==> config.mk <==
export PLATFORM = sky130hd
export DESIGN_NAME = xex_block_bridge
export DESIGN_NICKNAME = d
export VERILOG_FILES = /design/src/rtl/xex_bridge_pkg.sv /design/src/rtl/xex_block_fifo.sv /design/src/rtl/xex_block_bridge.sv
export SDC_FILE = /design/constraint.sdc
export NUM_CORES = 1
export LEC_CHECK = 0
export CORE_MARGIN = 3
export CORE_UTILIZATION = 55
export DETAILED_ROUTE_END_ITERATION = 8
export DONT_BUFFER_PORTS = 1
export GPL_TIMING_DRIVEN = 0
export PLACE_DENSITY = 0.7
export SETUP_SLACK_MARGIN = 0.4
export SKIP_LAST_GASP = 1
export SLEW_MARGIN = 20
export SYNTH_ARGS = -nofsm -noshare
export SYNTH_HDL_FRONTEND = slang
export SYNTH_SLANG_ARGS = --single-unit
==> constraint.sdc <==
create_clock -name clk -period 5.82 [get_ports clk]
set_clock_uncertainty 0.15 [all_clocks]
set_input_delay 0.873 -clock clk [delete_from_list [all_inputs] [get_ports clk]]
set_output_delay 0.873 -clock clk [all_outputs]
set_load 0.05 [all_outputs]
==> src/rtl/xex_bridge_pkg.sv <==
// Shared types and constants for the xexaes256 block bridge.
// Provides engine mode encodings, block/word types, the word count per
// block and a byte-reversal helper used when XEX_BYTE_SWAP_EN is defined.
package xex_bridge_pkg;

    localparam logic [1:0] MODE_IDLE = 2'b00;
    localparam logic [1:0] MODE_ENC  = 2'b10;
    localparam logic [1:0] MODE_DEC  = 2'b11;

    localparam int WORDS_PER_BLOCK = 4;

    typedef logic [127:0] block_t;
    typedef logic [31:0]  word_t;

    // Little-endian bus word to big-endian engine word (and back).
    function automatic word_t byte_swap(input word_t w);
        return {w[7:0], w[15:8], w[23:16], w[31:24]};
    endfunction

endpackage

==> src/rtl/xex_block_fifo.sv <==
// Result FIFO for the block bridge: DEPTH entries of 128-bit blocks.
// Ports:
//   clk, n_rst    clock, asynchronous active-low reset (pointers/count)
//   wr_en/wr_data push one block
//   rd_en         pop the head block (caller guarantees non-empty)
//   rd_data       head block, combinational read
//   count         current occupancy, 0..DEPTH
module xex_block_fifo
    import xex_bridge_pkg::*;
#(
    parameter int DEPTH = 4,
    parameter int CNT_W = 3
) (
    input  logic             clk,
    input  logic             n_rst,
    input  logic             wr_en,
    input  block_t           wr_data,
    input  logic             rd_en,
    output block_t           rd_data,
    output logic [CNT_W-1:0] count
);

    localparam int PTR_W = $clog2(DEPTH);

    logic [PTR_W-1:0] wr_ptr_q, wr_ptr_d;
    logic [PTR_W-1:0] rd_ptr_q, rd_ptr_d;
    logic [CNT_W-1:0] count_q, count_d;
    block_t           mem_q [DEPTH];

    always_comb begin
        wr_ptr_d = wr_ptr_q;
        rd_ptr_d = rd_ptr_q;
        count_d  = count_q;
        if (wr_en) wr_ptr_d = wr_ptr_q + PTR_W'(1);
        if (rd_en) rd_ptr_d = rd_ptr_q + PTR_W'(1);
        case ({wr_en, rd_en})
            2'b10:   count_d = count_q + CNT_W'(1);
            2'b01:   count_d = count_q - CNT_W'(1);
            default: count_d = count_q;
        endcase
    end

    always_ff @(posedge clk or negedge n_rst) begin
        if (!n_rst) begin
            wr_ptr_q <= '0;
            rd_ptr_q <= '0;
            count_q  <= '0;
        end else begin
            wr_ptr_q <= wr_ptr_d;
            rd_ptr_q <= rd_ptr_d;
            count_q  <= count_d;
        end
    end

    // Storage needs no reset: occupancy alone decides what is valid.
    always_ff @(posedge clk) begin
        if (wr_en) mem_q[wr_ptr_q] <= wr_data;
    end

    assign rd_data = mem_q[rd_ptr_q];
    assign count   = count_q;

    // Credit-based issue upstream makes these unreachable.
    a_no_overflow : assert property (@(posedge clk) disable iff (!n_rst)
        !(wr_en && !rd_en && count_q == CNT_W'(DEPTH)));
    a_no_underflow : assert property (@(posedge clk) disable iff (!n_rst)
        !(rd_en && count_q == '0));

endmodule

==> src/rtl/xex_block_bridge.sv <==
// Word-level bridge between the 32-bit bus controller and the xexaes256
// engine. Packs four write words (MSB-first) into a 128-bit block, issues it
// with credit so results are never dropped, buffers results and returns them
// as four MSB-first read words.
// Ports:
//   clk, n_rst                 clock, asynchronous active-low reset
//   cfg_mode                   requested engine mode, sampled only when idle
//   wr_valid/wr_ready/wr_data  write word stream
//   rd_valid/rd_ready/rd_data  read word stream
//   eng_*                      engine block handshake, mode and results
//   idle                       nothing partial, in flight or buffered
//   err_unexp                  sticky: result arrived with nothing in flight
// Build option: XEX_BYTE_SWAP_EN byte-reverses every word on ingress/egress.
//
// state    | meaning
// ST_FILL  | collecting write words into the block register
// ST_ISSUE | block complete, offered to engine once credit is available
module xex_block_bridge
    import xex_bridge_pkg::*;
#(
    parameter int OUT_DEPTH = 4,
    parameter int CNT_W     = 3
) (
    input  logic         clk,
    input  logic         n_rst,
    input  logic [1:0]   cfg_mode,
    input  logic         wr_valid,
    output logic         wr_ready,
    input  logic [31:0]  wr_data,
    output logic         rd_valid,
    input  logic         rd_ready,
    output logic [31:0]  rd_data,
    output logic         eng_in_rdy,
    output logic [127:0] eng_data_in,
    output logic [1:0]   eng_mode,
    input  logic         eng_busy,
    input  logic         eng_out_rdy,
    input  logic [127:0] eng_data_out,
    output logic         idle,
    output logic         err_unexp
);

    typedef enum logic {ST_FILL = 1'b0, ST_ISSUE = 1'b1} state_t;

    localparam logic [CNT_W:0] DEPTH_C  = (CNT_W+1)'(OUT_DEPTH);
    localparam logic [1:0]     LAST_IDX = 2'(WORDS_PER_BLOCK - 1);

    state_t           state_q, state_d;
    logic [1:0]       word_idx_q, word_idx_d;
    logic [1:0]       rd_idx_q, rd_idx_d;
    block_t           block_q, block_d;
    logic [CNT_W-1:0] inflight_q, inflight_d;
    logic [CNT_W-1:0] fifo_count, fifo_count_d;
    logic [1:0]       eng_mode_q, eng_mode_d;
    logic             wr_ready_q, wr_ready_d;
    logic             eng_in_rdy_q, eng_in_rdy_d;
    logic             idle_q, idle_d;
    logic             err_q, err_d;

    word_t  wr_word, head_word;
    block_t fifo_head;
    logic   wr_fire, eng_accept, res_valid, rd_fire, pop;

`ifdef XEX_BYTE_SWAP_EN
    assign wr_word = byte_swap(wr_data);
    assign rd_data = byte_swap(head_word);
`else
    assign wr_word = wr_data;
    assign rd_data = head_word;
`endif

    assign wr_fire    = wr_valid && wr_ready_q;
    assign eng_accept = eng_in_rdy_q && !eng_busy;
    // A result with nothing in flight is flagged and discarded.
    assign res_valid  = eng_out_rdy && (inflight_q != '0);
    assign rd_valid   = (fifo_count != '0);
    assign rd_fire    = rd_valid && rd_ready;
    assign pop        = rd_fire && (rd_idx_q == LAST_IDX);

    xex_block_fifo #(
        .DEPTH (OUT_DEPTH),
        .CNT_W (CNT_W)
    ) u_fifo (
        .clk     (clk),
        .n_rst   (n_rst),
        .wr_en   (res_valid),
        .wr_data (eng_data_out),
        .rd_en   (pop),
        .rd_data (fifo_head),
        .count   (fifo_count)
    );

    always_comb begin
        case (rd_idx_q)
            2'd0:    head_word = fifo_head[127:96];
            2'd1:    head_word = fifo_head[95:64];
            2'd2:    head_word = fifo_head[63:32];
            default: head_word = fifo_head[31:0];
        endcase
    end

    always_comb begin
        state_d    = state_q;
        word_idx_d = word_idx_q;
        block_d    = block_q;
        case (state_q)
            ST_FILL: begin
                if (wr_fire) begin
                    case (word_idx_q)
                        2'd0:    block_d[127:96] = wr_word;
                        2'd1:    block_d[95:64]  = wr_word;
                        2'd2:    block_d[63:32]  = wr_word;
                        default: block_d[31:0]   = wr_word;
                    endcase
                    if (word_idx_q == LAST_IDX) begin
                        word_idx_d = '0;
                        state_d    = ST_ISSUE;
                    end else begin
                        word_idx_d = word_idx_q + 2'd1;
                    end
                end
            end
            ST_ISSUE: begin
                if (eng_accept) state_d = ST_FILL;
            end
            default: state_d = ST_FILL;
        endcase

        inflight_d = inflight_q;
        case ({eng_accept, res_valid})
            2'b10:   inflight_d = inflight_q + CNT_W'(1);
            2'b01:   inflight_d = inflight_q - CNT_W'(1);
            default: inflight_d = inflight_q;
        endcase

        fifo_count_d = fifo_count;
        case ({res_valid, pop})
            2'b10:   fifo_count_d = fifo_count + CNT_W'(1);
            2'b01:   fifo_count_d = fifo_count - CNT_W'(1);
            default: fifo_count_d = fifo_count;
        endcase

        rd_idx_d = rd_fire ? rd_idx_q + 2'd1 : rd_idx_q;
        err_d    = err_q || (eng_out_rdy && inflight_q == '0);

        // Outputs are registered from next-state values so credit seen by
        // the engine already accounts for this cycle's accept/result/pop.
        wr_ready_d   = (state_d == ST_FILL);
        eng_in_rdy_d = (state_d == ST_ISSUE) &&
                       (({1'b0, fifo_count_d} + {1'b0, inflight_d}) < DEPTH_C);
        idle_d       = (state_d == ST_FILL) && (word_idx_d == '0) &&
                       (inflight_d == '0) && (fifo_count_d == '0);
        eng_mode_d   = idle_q ? cfg_mode : eng_mode_q;
    end

    always_ff @(posedge clk or negedge n_rst) begin
        if (!n_rst) begin
            state_q      <= ST_FILL;
            word_idx_q   <= '0;
            rd_idx_q     <= '0;
            block_q      <= '0;
            inflight_q   <= '0;
            eng_mode_q   <= MODE_IDLE;
            wr_ready_q   <= 1'b0;
            eng_in_rdy_q <= 1'b0;
            idle_q       <= 1'b1;
            err_q        <= 1'b0;
        end else begin
            state_q      <= state_d;
            word_idx_q   <= word_idx_d;
            rd_idx_q     <= rd_idx_d;
            block_q      <= block_d;
            inflight_q   <= inflight_d;
            eng_mode_q   <= eng_mode_d;
            wr_ready_q   <= wr_ready_d;
            eng_in_rdy_q <= eng_in_rdy_d;
            idle_q       <= idle_d;
            err_q        <= err_d;
        end
    end

    assign wr_ready    = wr_ready_q;
    assign eng_in_rdy  = eng_in_rdy_q;
    assign eng_data_in = block_q;
    assign eng_mode    = eng_mode_q;
    assign idle        = idle_q;
    assign err_unexp   = err_q;

endmodule

==> impl_metrics.json, run 1 <==
{
  "wire_per_inst_um": 27.8,
  "synthTopCellsByArea": "edfxtp_1, dfrtp_1, mux2i_1",
  "synth.ff_latch_count": 661,
  "finalCritPeriodShare": 0.808,
  "h-tree-depth": 3,
  "core_area_um2": 44800,
  "drc": 0,
  "clock-sinks": 661,
  "synth_compound_area_frac": 0.0313,
  "yosysMostFrequentCell": "edfxtp_1",
  "synth_area_leader_cell": "edfxtp_1",
  "tightest_slew_ns": 1.16,
  "irDropWorstVdd_uv": 389,
  "finalSetupTns_ns": 0,
  "grt_setup_unrepaired": "false",
  "critPathCaptureType": "output port",
  "place.gp.congestion": 0.770,
  "yosys.area_share.simple": 0.0145,
  "final-setup-viol-count": 0,
  "grt_max_degree": 150,
  "clockRootBuffer": "clkbuf_16",
  "cts_tree": "yes",
  "antennaDiodeCount": 0,
  "synth_edf_count": 512,
  "yosys.area_share.xor_xnor": 0.00381,
  "grt_pass1_vias": 13000,
  "synthesis.area_um2": 25300,
  "track_usage": 0.239,
  "critPathArrivalTime_ns": 3.68,
  "seq_area_frac_synth": 0.755,
  "initial_core_util": 0.565,
  "finalHoldViolations": 0,
  "clk_pin_slew_worst_paths_ns": 0.06,
  "p_leak_uw": 0.0105,
  "synthTopCellsByCount": "edfxtp_1, mux2i_1, dfrtp_1, mux2_2, o22ai_1",
  "slew_headroom": 0.227,
  "fin_nets": 1623,
  "path_common_cell": "clkbuf_1",
  "drtIter0Drc": 1102,
  "holdWs_ns": 0.104,
  "port_buffers": 0,
  "die-area_um2": 48600,
  "grt_first_pass_wirelength_um": 84300,
  "area_growth_syn_to_layout_pct": 12.8,
  "dr.pass1.iters": 7,
  "antenna_found_initial": 0,
  "synth_top_family_by_area": "multiplexers",
  "max_freq_ghz": 0.213,
  "synth.distinct_cells": 37,
  "drv_slew": 0,
  "synth-warning-count": 0,
  "die_w_um": 221,
  "via_per_inst": 6.05,
  "synth_nets": 1541,
  "outcome": "complete, no violations",
  "syn_area_per_cell_um2": 18.7,
  "cts_max_path_buffers": 3,
  "final_antenna_net_count": 0,
  "via_count": 12600,
  "drive_gt1_frac": 0.213,
  "start_kind": "register",
  "cp_cell_sequence": "ha_1 -> clkbuf_1 -> clkbuf_1 -> nor4_1 -> a21oi_1",
  "power_per_cell_area_nw_per_um2": 636,
  "synth_fa_ha_area_frac": 0.0105,
  "routed_wl_um": 57900,
  "synth_top_area_frac": 0.607,
  "ios": 335,
  "synthMuxAreaShare": 0.164,
  "async_flop_share": 0.225,
  "drv_cap": 0,
  "globalRouteOverflowTotal": 0,
  "clkLatencyLatePin_ns": 0.58,
  "required_ns": 4.80,
  "critical-path-slowest-cell": "a21oi_1",
  "period_minus_slack_ns": 4.70,
  "cts_buffers": 67,
  "cp_max_fo": 10,
  "slowest_delay_ns": 0.94,
  "die_y_um": 221,
  "ys.flop_type": "edfxtp_1",
  "cp_top_family": "buffers and inverters",
  "critical_path_class": "reg2out",
  "dp_hpwl_um": 37500,
  "rows": 77,
  "synth_cells": 1353,
  "fillCellCount": 3054,
  "path_buf_inv": 2,
  "hold_path_class": "in2async"
}
-- per-stage QoR --
step,cell area [µm²],util,power [µW],cells,worst slack (ns)
2_1_floorplan,25300,-,12500,1353,0.955
3_3_place_gp,26100,0.582,14000,1945,-1.50
3_5_place_dp,26300,0.588,14000,1957,1.75
4_1_cts,28500,0.637,18300,2079,1.11
5_1_grt,28500,0.637,18900,2079,1.00
6_report,28500,0.637,18100,2079,1.12
-- layout make-up --
| cell class | count | area, µm² | share of cell area |
|---|---|---|---|
| repair buffers | 13 | 290 | 0.0102 |
| clock inverters | 31 | 344 | 0.0121 |
| inverters | 40 | 150 | 0.00526 |
| clock buffers | 90 | 1840 | 0.0643 |
| well taps | 592 | 741 | 0.0260 |
| flip-flops and latches | 661 | 19100 | 0.669 |
| multi-input cells | 584 | 5700 | 0.200 |
| plain buffers | 68 | 374 | 0.0131 |
-- layout by cell type, fill, tap and decap left out, types with 2 or more instances in the layout --
master     Yosys  routed
mux2_1        11      11
buf_4         19      19
nand2_1       10      10
clkinv_2       0       9
mux2i_1      192     192
nand2b_1       3       3
nor4_1        33      33
and2_4         0       4
fa_1           2       2
buf_2         20      20
clkbuf_8       0       3
edfxtp_1     512     512
clkbuf_16      0      69
buf_16         0       4
buf_6          3       3
mux2_2       124     124
clkinv_4       0       2
xnor2_1        7       7
inv_6          0       4
buf_12         0       9
o22ai_1       96      96
clkinv_1       0       7
xor2_1         4       4
clkbuf_1      24      42
inv_1         40      40
dfrtp_1      148     148
buf_1          2       2
nor2_1         3       3
clkinv_8       0       2
a21oi_1       32      30
mux4_2        32      32
bufinv_16      0       6
a21oi_2        0       2
ha_1          18      18
-- metal layers --
layer  routed length (µm)  track usage  vias up  part of all wire
li1                     -            -     5490                 -
met1                21400        0.300     6486              0.37
met2                28900        0.391      524              0.50
met3                 6120       0.0908       86              0.11
met4                 1440       0.0723        0             0.025
met5                    0            0        -                 0
-- path summary, 6_finish.rpt --
check,end,cells after the start,from,slack (ns)
hold / removal,eng_data_in[2],1,n_rst,0.10
min in group clk,u_fifo.mem_q[3][118],0,eng_data_out[118],0.21
hold reg to reg,wr_ready,1,state_q,0.36
setup reg to reg,eng_in_rdy,10,u_fifo.count[2],2.04
setup / recovery,rd_data[25],5,rd_idx_q[0],1.12
max in group asynchronous,eng_data_in[52],1,n_rst,4.82
-- registers in the layout, indices dropped and copies added (netlist names), 3 cells and up --
signal / flops
u_fifo.count: 3
inflight_q: 3
eng_data_in: 128
u_fifo.mem_q: 512
-- power breakdown --
part / internal [µW] / total [µW] / switching (µW) / leakage (µW)
clock: 2500 / 4230 / 1730 / 0.00106
combinational: 1790 / 5330 / 3550 / 0.00295
sequential: 6360 / 8580 / 2220 / 0.00648
-- what timing repair did --
action	4_1_cts	5_1_grt
setup buffers	0	0
gates resized for setup	0	0
hold endpoints to repair	149	0
hold buffers	1	0
-- logic make-up (layout without fill, tap and decap cells) --
family / after synthesis / count (layout)
mux: 359 / 359
simple gates: 62 / 62
compound gates: 132 / 132
xor+xnor: 11 / 11
buf+inv: 108 / 242
fa+ha+maj: 20 / 20
flops: 661 / 661
Power figures use the tool's default switching activity.
==> inputs of run 2 (changes only) <==
--- a/config.mk
+++ b/config.mk
@@ -10,7 +10,7 @@
 export DETAILED_ROUTE_END_ITERATION = 8
 export DONT_BUFFER_PORTS = 1
 export GPL_TIMING_DRIVEN = 0
-export PLACE_DENSITY = 0.7
+export PLACE_DENSITY = 0.73
 export SETUP_SLACK_MARGIN = 0.4
 export SKIP_LAST_GASP = 1
 export SLEW_MARGIN = 20
==> constraint.sdc (replaced) <==
create_clock -name clk -period 4.25 [get_ports clk]
set_clock_uncertainty 0.15 [all_clocks]
set_input_delay 0.6375 -clock clk [delete_from_list [all_inputs] [get_ports clk]]
set_output_delay 0.6375 -clock clk [all_outputs]
set_load 0.05 [all_outputs]
==> run 2 against run 1 <==
Compared with the run above: the run now ends with negative hold slack left; critical endpoint is now rd_data[10]; routed wire length is 3.1% higher; final area is 5.3% higher; clock power is 36% higher; power is 40% higher; die area stayed put; combinational power is 46% higher.
==> impl_metrics.json, run 2 (same netlist as run 1, synthesis figures left out) <==
{
  "via_count": 13300,
  "final_antenna_net_count": 0,
  "initial_core_util": 0.565,
  "fin_area_um2": 30000,
  "place_area_um2": 26300,
  "wire_per_inst_um": 27.0,
  "clock-sinks": 661,
  "final_common_cell": "edfxtp_1",
  "grt_pass1_vias": 13900,
  "core_area_um2": 44800,
  "track_usage": 0.245,
  "path_buf_inv": 2,
  "ios": 335,
  "slowest_delay_ns": 0.56,
  "clkLatencyLatePin_ns": 0.58,
  "drive_gt1_frac": 0.234,
  "switchingPower_uw": 10500,
  "grt_setup_unrepaired": "true",
  "dp.cells": 1956,
  "drv_cap": 0,
  "fillCellCount": 2905,
  "fin_nets": 1752,
  "routed_wl_um": 59700,
  "largest_reg_flops": 512,
  "place.gp.congestion": 0.765,
  "clkPwrFrac": 0.228,
  "hold_path_class": "in2async",
  "crit_cells": 5,
  "power_frac_seq": 0.465,
  "start_kind": "register",
  "h-tree-depth": 3,
  "layout_common_cells": "edfxtp_1, mux2i_1, dfrtp_1",
  "swShare": 0.414,
  "grt_max_degree": 150,
  "cts_max_path_buffers": 3,
  "dr.pass1.iters": 5,
  "drtIter0Drc": 1396,
  "globalRouteOverflowTotal": 0,
  "slew_headroom": 0.381,
  "antenna_found_initial": 5,
  "drv_slew": 0,
  "cp_cell_sequence": "ha_1 -> clkbuf_1 -> clkbuf_2 -> nor4_1 -> a21oi_2",
  "area_growth_syn_to_layout_pct": 18.7,
  "clk_pin_slew_worst_paths_ns": 0.06,
  "fin_util": 0.671,
  "p_leak_uw": 0.0111,
  "port_buffers": 0,
  "clockRootBuffer": "clkbuf_16",
  "dp_hpwl_um": 37500,
  "cp_top_family": "buffers and inverters",
  "outcome": "finished, violations left",
  "finalHoldViolations": 149,
  "holdWs_ns": -0.403,
  "required_ns": 3.46,
  "critPathArrivalTime_ns": 2.99,
  "cts_buffers": 67,
  "final_cell_count_no_fill": 2210,
  "irDropWorstVdd_uv": 641,
  "critPathCaptureType": "output port",
  "top_register": "u_fifo.mem_q",
  "grt_first_pass_wirelength_um": 87100,
  "die_y_um": 221,
  "max_freq_ghz": 0.265,
  "cts_tree": "yes",
  "fin_ws_ns": 0.472,
  "period_minus_slack_ns": 3.78,
  "final-setup-viol-count": 0,
  "drc": 0,
  "cp_max_fo": 10,
  "finalCritPeriodShare": 0.889,
  "tightest_slew_ns": 0.929,
  "reg2reg_depth": 10,
  "die_w_um": 221,
  "critical_path_class": "reg2out",
  "via_per_inst": 6.03,
  "power_per_cell_area_nw_per_um2": 843,
  "postCtsSetupRepairBufs": 0,
  "critical-path-slowest-cell": "clkbuf_1",
  "p_int_uw": 14800,
  "combPwrFrac": 0.308,
  "place_ws_ns": 0.344,
  "rows": 77,
  "die-area_um2": 48600,
  "violations": "negative hold slack"
}
run 2: through the flow:
step	TNS (ns)	total power (µW)	hold WS, ns
floorplan	0	17000	0.192
global placement	-129.69	19000	0.195
detailed placement	0	19200	0.195
CTS	0	25400	-0.437
global route	0	26300	-0.441
finish	0	25300	-0.403
run 2: final cells by class:
| class | instances | area [µm²] | area share |
|---|---|---|---|
| sequential | 661 | 19100 | 0.636 |
| clock buffer | 95 | 1950 | 0.0650 |
| antenna | 5 | 12.5 | 0.000416 |
| buffer | 68 | 407 | 0.0135 |
| multi-input combinational | 584 | 5900 | 0.196 |
| inverter | 40 | 150 | 0.00500 |
| tap | 592 | 741 | 0.0247 |
| clock inverter | 23 | 215 | 0.00716 |
| timing repair buffer | 142 | 1570 | 0.0522 |
run 2: timing repair:
item	4_1_cts	5_1_grt
hold buffers	130	1
setup endpoints to repair	33	19
gates resized for setup	56	17
endpoints found under the hold margin	663	150
run 2: worst register-to-register path, cell delays in order, from the launching register on:
cell and delay, ns:
dfrtp_1 0.40, or3_4 0.51, and3_1 0.28, ha_1 0.25
fa_1 0.38, xnor2_1 0.14, nor2_1 0.11, xor2_1 0.36
ha_1 0.30, or4_1 0.53, a31oi_1 0.19
run 2: worst paths after layout:
path | to | slack [ns] | from
min in group clk | eng_data_in[69] | 0.03 | wr_data[5]
worst min-delay path | eng_data_in[124] | -0.40 | n_rst
worst max-delay path | rd_data[10] | 0.47 | rd_idx_q[0]
worst min register to register | wr_ready | 0.35 | state_q
max in group asynchronous | idle | 4.14 | n_rst
worst max register to register | eng_in_rdy | 0.56 | u_fifo.count[2]
run 2: power by group through the flow:
stage | Sequential, µW | Combinational, µW | Clock (µW)
floorplan | 11600 | 5410 | 0
global placement | 12000 | 7010 | 0
detailed placement | 11900 | 7320 | 0
CTS | 11800 | 7750 | 5850
global route | 11900 | 8250 | 6120
finish | 11800 | 7790 | 5760
run 2: layer usage:
layer  part of all wire  GRT usage
met5            0.00045          0
met4              0.032     0.0872
met3              0.091     0.0601
met2               0.50      0.405
met1               0.38      0.322
==> inputs of run 3 (changes only) <==
--- a/config.mk
+++ b/config.mk
@@ -5,6 +5,7 @@
 export SDC_FILE = /design/constraint.sdc
 export NUM_CORES = 1
 export LEC_CHECK = 0
+export ABC_AREA = 0
 export CORE_MARGIN = 3
 export CORE_UTILIZATION = 55
 export DETAILED_ROUTE_END_ITERATION = 8
==> results of run 3 <==
The final DEF is identical to that of run 2; final timing and power are the same.
